==> src/rtl/seg_pkg.sv <==
// seg_pkg: note glyph codes and active-low PGFEDCBA segment patterns for the display bank.
package seg_pkg;
  localparam logic [3:0] CODE_C     = 4'h0;
  localparam logic [3:0] CODE_B     = 4'h1;
  localparam logic [3:0] CODE_A     = 4'h2;
  localparam logic [3:0] CODE_G     = 4'h3;
  localparam logic [3:0] CODE_F     = 4'h4;
  localparam logic [3:0] CODE_E     = 4'h5;
  localparam logic [3:0] CODE_D     = 4'h6;
  localparam logic [3:0] CODE_HI_C  = 4'h7;
  localparam logic [3:0] CODE_DASH  = 4'h8;
  localparam logic [3:0] CODE_BLANK = 4'hF;
  localparam logic [7:0] SEG_C      = 8'hC6;
  localparam logic [7:0] SEG_B      = 8'h83;
  localparam logic [7:0] SEG_A      = 8'h88;
  localparam logic [7:0] SEG_G      = 8'h90;
  localparam logic [7:0] SEG_F      = 8'h8E;
  localparam logic [7:0] SEG_E      = 8'h86;
  localparam logic [7:0] SEG_D      = 8'hA1;
  // high C carries its own decimal point
  localparam logic [7:0] SEG_HI_C   = 8'h46;
  localparam logic [7:0] SEG_DASH   = 8'hBF;
  localparam logic [7:0] BLANK_SEG  = 8'hFF;
endpackage

==> src/rtl/seg_scan_display_rom.sv <==
// note_glyph_rom: combinational 4-bit note code to active-low segment pattern.
module note_glyph_rom
  import seg_pkg::*;
(
  input  logic [3:0] code,
  output logic [7:0] seg
);
  always_comb begin
    case (code)
      CODE_C:    seg = SEG_C;
      CODE_B:    seg = SEG_B;
      CODE_A:    seg = SEG_A;
      CODE_G:    seg = SEG_G;
      CODE_F:    seg = SEG_F;
      CODE_E:    seg = SEG_E;
      CODE_D:    seg = SEG_D;
      CODE_HI_C: seg = SEG_HI_C;
      CODE_DASH: seg = SEG_DASH;
      default:   seg = BLANK_SEG;
    endcase
  end
endmodule

==> src/rtl/seg_scan_display.sv <==
// seg_scan_display: multiplexed seven-segment scanner with frame-coherent shadow registers,
// per-digit blank/blink/dp and an all-off guard at the start of every digit slot.
module seg_scan_display
  import seg_pkg::*;
#(
  parameter int NUM_DIGITS = 4,
  parameter int CLK_HZ     = 100_000_000,
  parameter int REFRESH_HZ = 1000,
  parameter int BLINK_HZ   = 2,
  parameter int GUARD_CYC  = 16
) (
  input  logic                    clk,
  input  logic                    rst_n,
  input  logic                    load,
  input  logic [4*NUM_DIGITS-1:0] codes,
  input  logic [NUM_DIGITS-1:0]   dp,
  input  logic [NUM_DIGITS-1:0]   blank,
  input  logic [NUM_DIGITS-1:0]   blink,
  output logic [7:0]              seg,
  output logic [NUM_DIGITS-1:0]   an,
  output logic                    frame_start
);
  localparam int SLOT_CYC   = CLK_HZ / (REFRESH_HZ * NUM_DIGITS);
  localparam int HALF_BLINK = CLK_HZ / (2 * BLINK_HZ);
  localparam int SW = $clog2(SLOT_CYC + 1);
  localparam int BW = $clog2(HALF_BLINK + 1);
  localparam int DW = NUM_DIGITS > 1 ? $clog2(NUM_DIGITS) : 1;
  if (NUM_DIGITS < 1 || SLOT_CYC <= GUARD_CYC) begin : g_bad_cfg
    $error("seg_scan_display: SLOT_CYC must exceed GUARD_CYC and NUM_DIGITS must be >= 1");
  end
  logic [SW-1:0] slot_cnt;
  logic [DW-1:0] dig_idx;
  logic [BW-1:0] blink_cnt;
  logic blink_on;
  logic [NUM_DIGITS-1:0][3:0] sh_codes, act_codes;
  logic [NUM_DIGITS-1:0] sh_dp, sh_blank, sh_blink, act_dp, act_blank, act_blink;
  logic slot_wrap, frame_wrap, blink_wrap, guard, dark;
  logic [3:0] cur_code;
  logic [7:0] glyph, seg_nx;
  logic [NUM_DIGITS-1:0] an_nx;
  assign slot_wrap  = slot_cnt == SW'(SLOT_CYC - 1);
  assign frame_wrap = slot_wrap && dig_idx == DW'(NUM_DIGITS - 1);
  assign blink_wrap = blink_cnt == BW'(HALF_BLINK - 1);
  assign guard      = slot_cnt < SW'(GUARD_CYC);
  assign cur_code   = act_codes[dig_idx];
  assign dark       = act_blank[dig_idx] | (act_blink[dig_idx] & ~blink_on);
  note_glyph_rom u_rom (
    .code (cur_code),
    .seg  (glyph)
  );
  // dark digits keep their anode enabled so brightness per slot stays uniform
  always_comb begin
    seg_nx = (guard || dark) ? BLANK_SEG : glyph & ~{act_dp[dig_idx], 7'b0};
    an_nx  = '1;
    for (int i = 0; i < NUM_DIGITS; i++)
      if (!guard && dig_idx == DW'(i)) an_nx[i] = 1'b0;
  end
  always_ff @(posedge clk) begin
    if (!rst_n) begin
      slot_cnt    <= '0;
      dig_idx     <= '0;
      blink_cnt   <= '0;
      blink_on    <= 1'b1;
      sh_codes    <= {NUM_DIGITS{CODE_BLANK}};
      act_codes   <= {NUM_DIGITS{CODE_BLANK}};
      sh_dp       <= '0;
      sh_blank    <= '0;
      sh_blink    <= '0;
      act_dp      <= '0;
      act_blank   <= '0;
      act_blink   <= '0;
      seg         <= BLANK_SEG;
      an          <= '1;
      frame_start <= 1'b0;
    end else begin
      slot_cnt  <= slot_wrap ? '0 : slot_cnt + 1'b1;
      if (slot_wrap) dig_idx <= frame_wrap ? '0 : dig_idx + 1'b1;
      blink_cnt <= blink_wrap ? '0 : blink_cnt + 1'b1;
      if (blink_wrap) blink_on <= ~blink_on;
      if (load) begin
        sh_codes <= codes;
        sh_dp    <= dp;
        sh_blank <= blank;
        sh_blink <= blink;
      end
      // a load on the boundary cycle lands in the shadow only; active takes the old shadow
      if (frame_wrap) begin
        act_codes <= sh_codes;
        act_dp    <= sh_dp;
        act_blank <= sh_blank;
        act_blink <= sh_blink;
      end
      seg         <= seg_nx;
      an          <= an_nx;
      frame_start <= slot_cnt == '0 && dig_idx == '0;
    end
  end
endmodule

==> config.mk <==
export PLATFORM = sky130hd
export DESIGN_NAME = seg_scan_display
export DESIGN_NICKNAME = d
export VERILOG_FILES = /design/src/rtl/seg_pkg.sv /design/src/rtl/seg_scan_display_rom.sv /design/src/rtl/seg_scan_display.sv
export SDC_FILE = /design/constraint.sdc
export NUM_CORES = 1
export LEC_CHECK = 0
export CAP_MARGIN = 40
export CORE_MARGIN = 4
export CORE_UTILIZATION = 57
export DETAILED_ROUTE_END_ITERATION = 10
export GPL_TIMING_DRIVEN = 0
export PLACE_DENSITY = 0.79
export SKIP_LAST_GASP = 1
export SLEW_MARGIN = 10
export SYNTH_ARGS = -nofsm -noshare
export SYNTH_HDL_FRONTEND = slang
export SYNTH_HIERARCHICAL = 1
export SYNTH_SLANG_ARGS = --single-unit
==> constraint.sdc <==
create_clock -name clk -period 2.48 [get_ports clk]
set_input_delay 0.248 -clock clk [delete_from_list [all_inputs] [get_ports clk]]
set_output_delay 0.248 -clock clk [all_outputs]
set_load 0.005 [all_outputs]
==> results by group <==
Route
  • Final wirelength: between 9000 and 10,000 um
  • Detail Route Antenna Nets: 0
  • WL/cell: 14.18 um
  • Vias post-DR: about 3,600
  • DR DRC count: 0
  • Vias/cell: ~5.5
  • Drt pass-1 iters: 5
  • Initial DRC Count: 150

Synth
  • Yosys top cell by area: dfxtp_1
  • Yosys cell types: 37
  • Synth top area share: 48.39%
  • Post-synthesis sequential area ratio: around half
  • Cells after synthesis: slightly below 500
  • Ys Warns: 6
  • Post-synthesis adder-cell area fraction: ~1.9%
  • EDFF count, synth: 0
  • Syn_nets: 530
  • Mapped Area: between 0.004 and 0.005 mm2
  • Mapped Avg Cell Area: 9.417 um2
  • Top-count cell post-synth: dfxtp_1
  • Main synth FF type: dfxtp_1
  • Commonest cells in the synthesized netlist: dfxtp_1 (112), nand2_1 (59), nor2_1 (49)
  • Synth Area in Compound Gates: approximately 5.6%
  • Largest family of logic cells by synthesized area: simple AND/OR/NAND/NOR gates
  • Mux contribution to synthesized area: a little over an eighth
  • Post-Synth XOR/XNOR Area: 4.915%
  • Post-Synth Simple-Gate Area: between 20% and 30%
  • Synthesized flop and latch total: roughly 110
  • Synth area leaders: dfxtp_1 (48%), mux2i_1 (10%), nand2_1 (4.8%), nor2_1 (4.0%), mux4_2 (2.9%)
  • Synth async-reset ratio: 0%

Setup path
  • CP Launch Type: register
  • Worst Reg2Reg Path Length in Cells: 7
  • Arrival @ worst endpoint: roughly 2600 ps
  • Worst setup EP type: register
  • Reg-to-Reg Start: dig_idx[0]$_SDFFE_PN0P_
  • Maximum fanout along the worst path: 10
  • WS Path Type: register to register
  • Reg2reg end: act_codes[0]$_SDFFE_PN1P_
  • Worst R2R Setup Slack: between 100 and 150 ps
  • CP required: 2710 ps

Hold path
  • Hold Crit Start: rst_n
  • Worst min-delay path class: primary input to register
  • Hold Crit Endpoint: sh_codes[13]$_SDFFE_PN1P_
  • WHS Path Cells: 2

Floorplan
  • Initial Util: just under 60%
  • Die footprint: just under 0.01 mm2
  • Io pins: 44
  • Die width: just under 100 um
  • Core Box Area: between 0.007 and 0.008 mm2
  • Die Y: 98.16 um
  • Core Rows: 32

STA
  • Setup Viol. Count Final: 0
  • Setup TNS: 0 ps
  • Slew @ Worst Pin: 806.3 ps
  • Final hold vios: 0
  • Worst rel slew slack: a little under half
  • Final worst path period share: between 90% and 100%
  • Slew Viols, Final: 0
  • RSZ-0062 raised after global routing: false
  • Hold Slack: ~290 ps
  • Final min period: 2376 ps
  • Final Skew: between 10 and 15 ps
  • Highest clock rate: approximately 420 MHz
  • PnR worst setup slack: approximately 100 ps

Clock network
  • H-tree depth: 3
  • Number of CTS-inserted buffers: 9
  • Worst-path clk slew: roughly 100 ps
  • TritonCTS clock tree: yes
  • Deepest clock path buffer count: 2
  • CTS root buf: clkbuf_8
  • Clock Latency Late Sink: about 360 ps
  • CTS Sinks: roughly 110
  • Setup bufs post-CTS: 0
  • Post-CTS Resized: 0
  • CTS Hold Bufs: 0

Global route
  • Grt ovf: 0
  • Initial antenna violation count: 0
  • Largest net degree at the start of global routing: 19
  • First-pass GRT wire length: 15,770 um
  • Gr usage total: between 10% and 20%
  • Vias in the first global route: around 3,500

Place
  • Placer congestion estimate: 0.8153
  • Pre-CTS setup slack: around 28 ps
  • Hpwl dp: 6786 um
  • DP Cell Count: approximately 640
  • IO buf count: between 40 and 50

Power
  • Design Power: 3065 uW
  • Leak: about 0.0020 uW
  • VDD IR max: 0.4298 mV
  • PwrDens: 570.2 mW/mm2

Final layout
  • FILL cells: between 600 and 700
  • Post-route insts no fill: 651
  • Final Net Count: ~580
  • Layout cell share with drive strength beyond 1: under 10%
  • Area growth syn-to-layout: 16.01%
  • Antenna cell count: 0

Flow run
  • Max Cap Viol: 0

Outcome
  • Status: completed
## where the power goes
group / total, uW / switching [uW] / leakage (uW) / internal, uW
combinational: 166 / 80.3 / 0.00104 / 85.9
sequential: 1860 / 21.9 / 0.000911 / 1830
clock: 1040 / 575 / 0.0000994 / 467
## metrics by stage
step / utilization, % / cell area [um2]
after floorplan: - / 4633
after global placement: 66.23 / 5171
after detailed placement: 66.23 / 5171
after CTS: 68.72 / 5365
after global routing: 68.85 / 5375
final: 68.85 / 5375
## layer usage
metal  wire length [um]  GRT usage [%]  up-vias
li1                   -              -     1808
met1               3948          23.93     1722
met2               4853          35.92       70
met3                339          3.429        8
met4                 92          4.622        0
met5                  0              0        -
## flip-flops by register name (all words and copies together) (netlist names)
register     count
blink_cnt       25
act_dp           4
dig_idx          2
sh_blink         4
act_codes       16
sh_codes        16
frame_start      1
an               4
sh_dp            4
blink_on         1
sh_blank         4
act_blank        4
seg              8
slot_cnt        15
act_blink        4
## layout by cell type (no fill, tap or decap), types with 2 or more instances in the layout
master,synthesis,routed
mux4_2,6,6
buf_2,3,3
a21oi_1,24,24
buf_6,2,2
nand3_1,24,24
xor2_1,11,11
and2_1,3,3
or4_1,5,5
inv_1,14,14
buf_1,3,2
clkbuf_1,19,19
clkinv_2,0,3
o21ai_0,13,13
o31ai_1,4,4
ha_1,7,7
nor3_1,8,8
and3_1,4,4
nand2_1,59,59
clkbuf_8,0,9
or2_2,2,2
nand4_1,15,15
o211ai_1,2,2
nand2b_1,10,10
mux2i_1,48,48
or3_1,9,9
clkdlybuf4s50_1,0,41
xnor2_1,15,15
nor2_1,49,49
dfxtp_1,112,112
nor4_1,5,5
and4_1,5,5
or4_4,2,2
## final cells by class
cell class	count	area, um2	share of cell area [%]
inverters	14	52.55	0.9777
flip-flops and latches	112	2242	41.71
clock buffers	9	123.9	2.304
well taps	102	127.6	2.374
repair buffers	41	410.4	7.635
clock inverters	7	70.07	1.304
plain buffers	27	121.4	2.258
multi-input cells	339	2227	41.43
## cell families after synthesis
logic type / after synthesis
fa+ha+maj: 7
compound gates: 47
buf+inv: 41
xor+xnor: 26
simple gates: 205
mux: 54
flops: 112
## how the worst max path moves through the flow
stage                                            to                     from  cells after the start
final                     act_codes[0]$_SDFFE_PN1P_  dig_idx[0]$_SDFFE_PN0P_                      7
after global routing      act_codes[0]$_SDFFE_PN1P_  dig_idx[0]$_SDFFE_PN0P_                      7
after CTS                         seg[6]$_SDFF_PP1_  dig_idx[0]$_SDFFE_PN0P_                      5
after detailed placement          seg[6]$_SDFF_PP1_  dig_idx[0]$_SDFFE_PN0P_                      5
after global placement            seg[6]$_SDFF_PP1_  dig_idx[0]$_SDFFE_PN0P_                      5
after floorplan                   seg[6]$_SDFF_PP1_  dig_idx[0]$_SDFFE_PN0P_                      5
## critical path, stage by stage, from the launching register on
cell     delay [ps]
dfxtp_1         420
ha_1            350
or3b_2          470
or4_4           420
buf_6           170
buf_6           160
mux2i_1         180
nand2_1          80
Power figures use the tool's default switching activity.
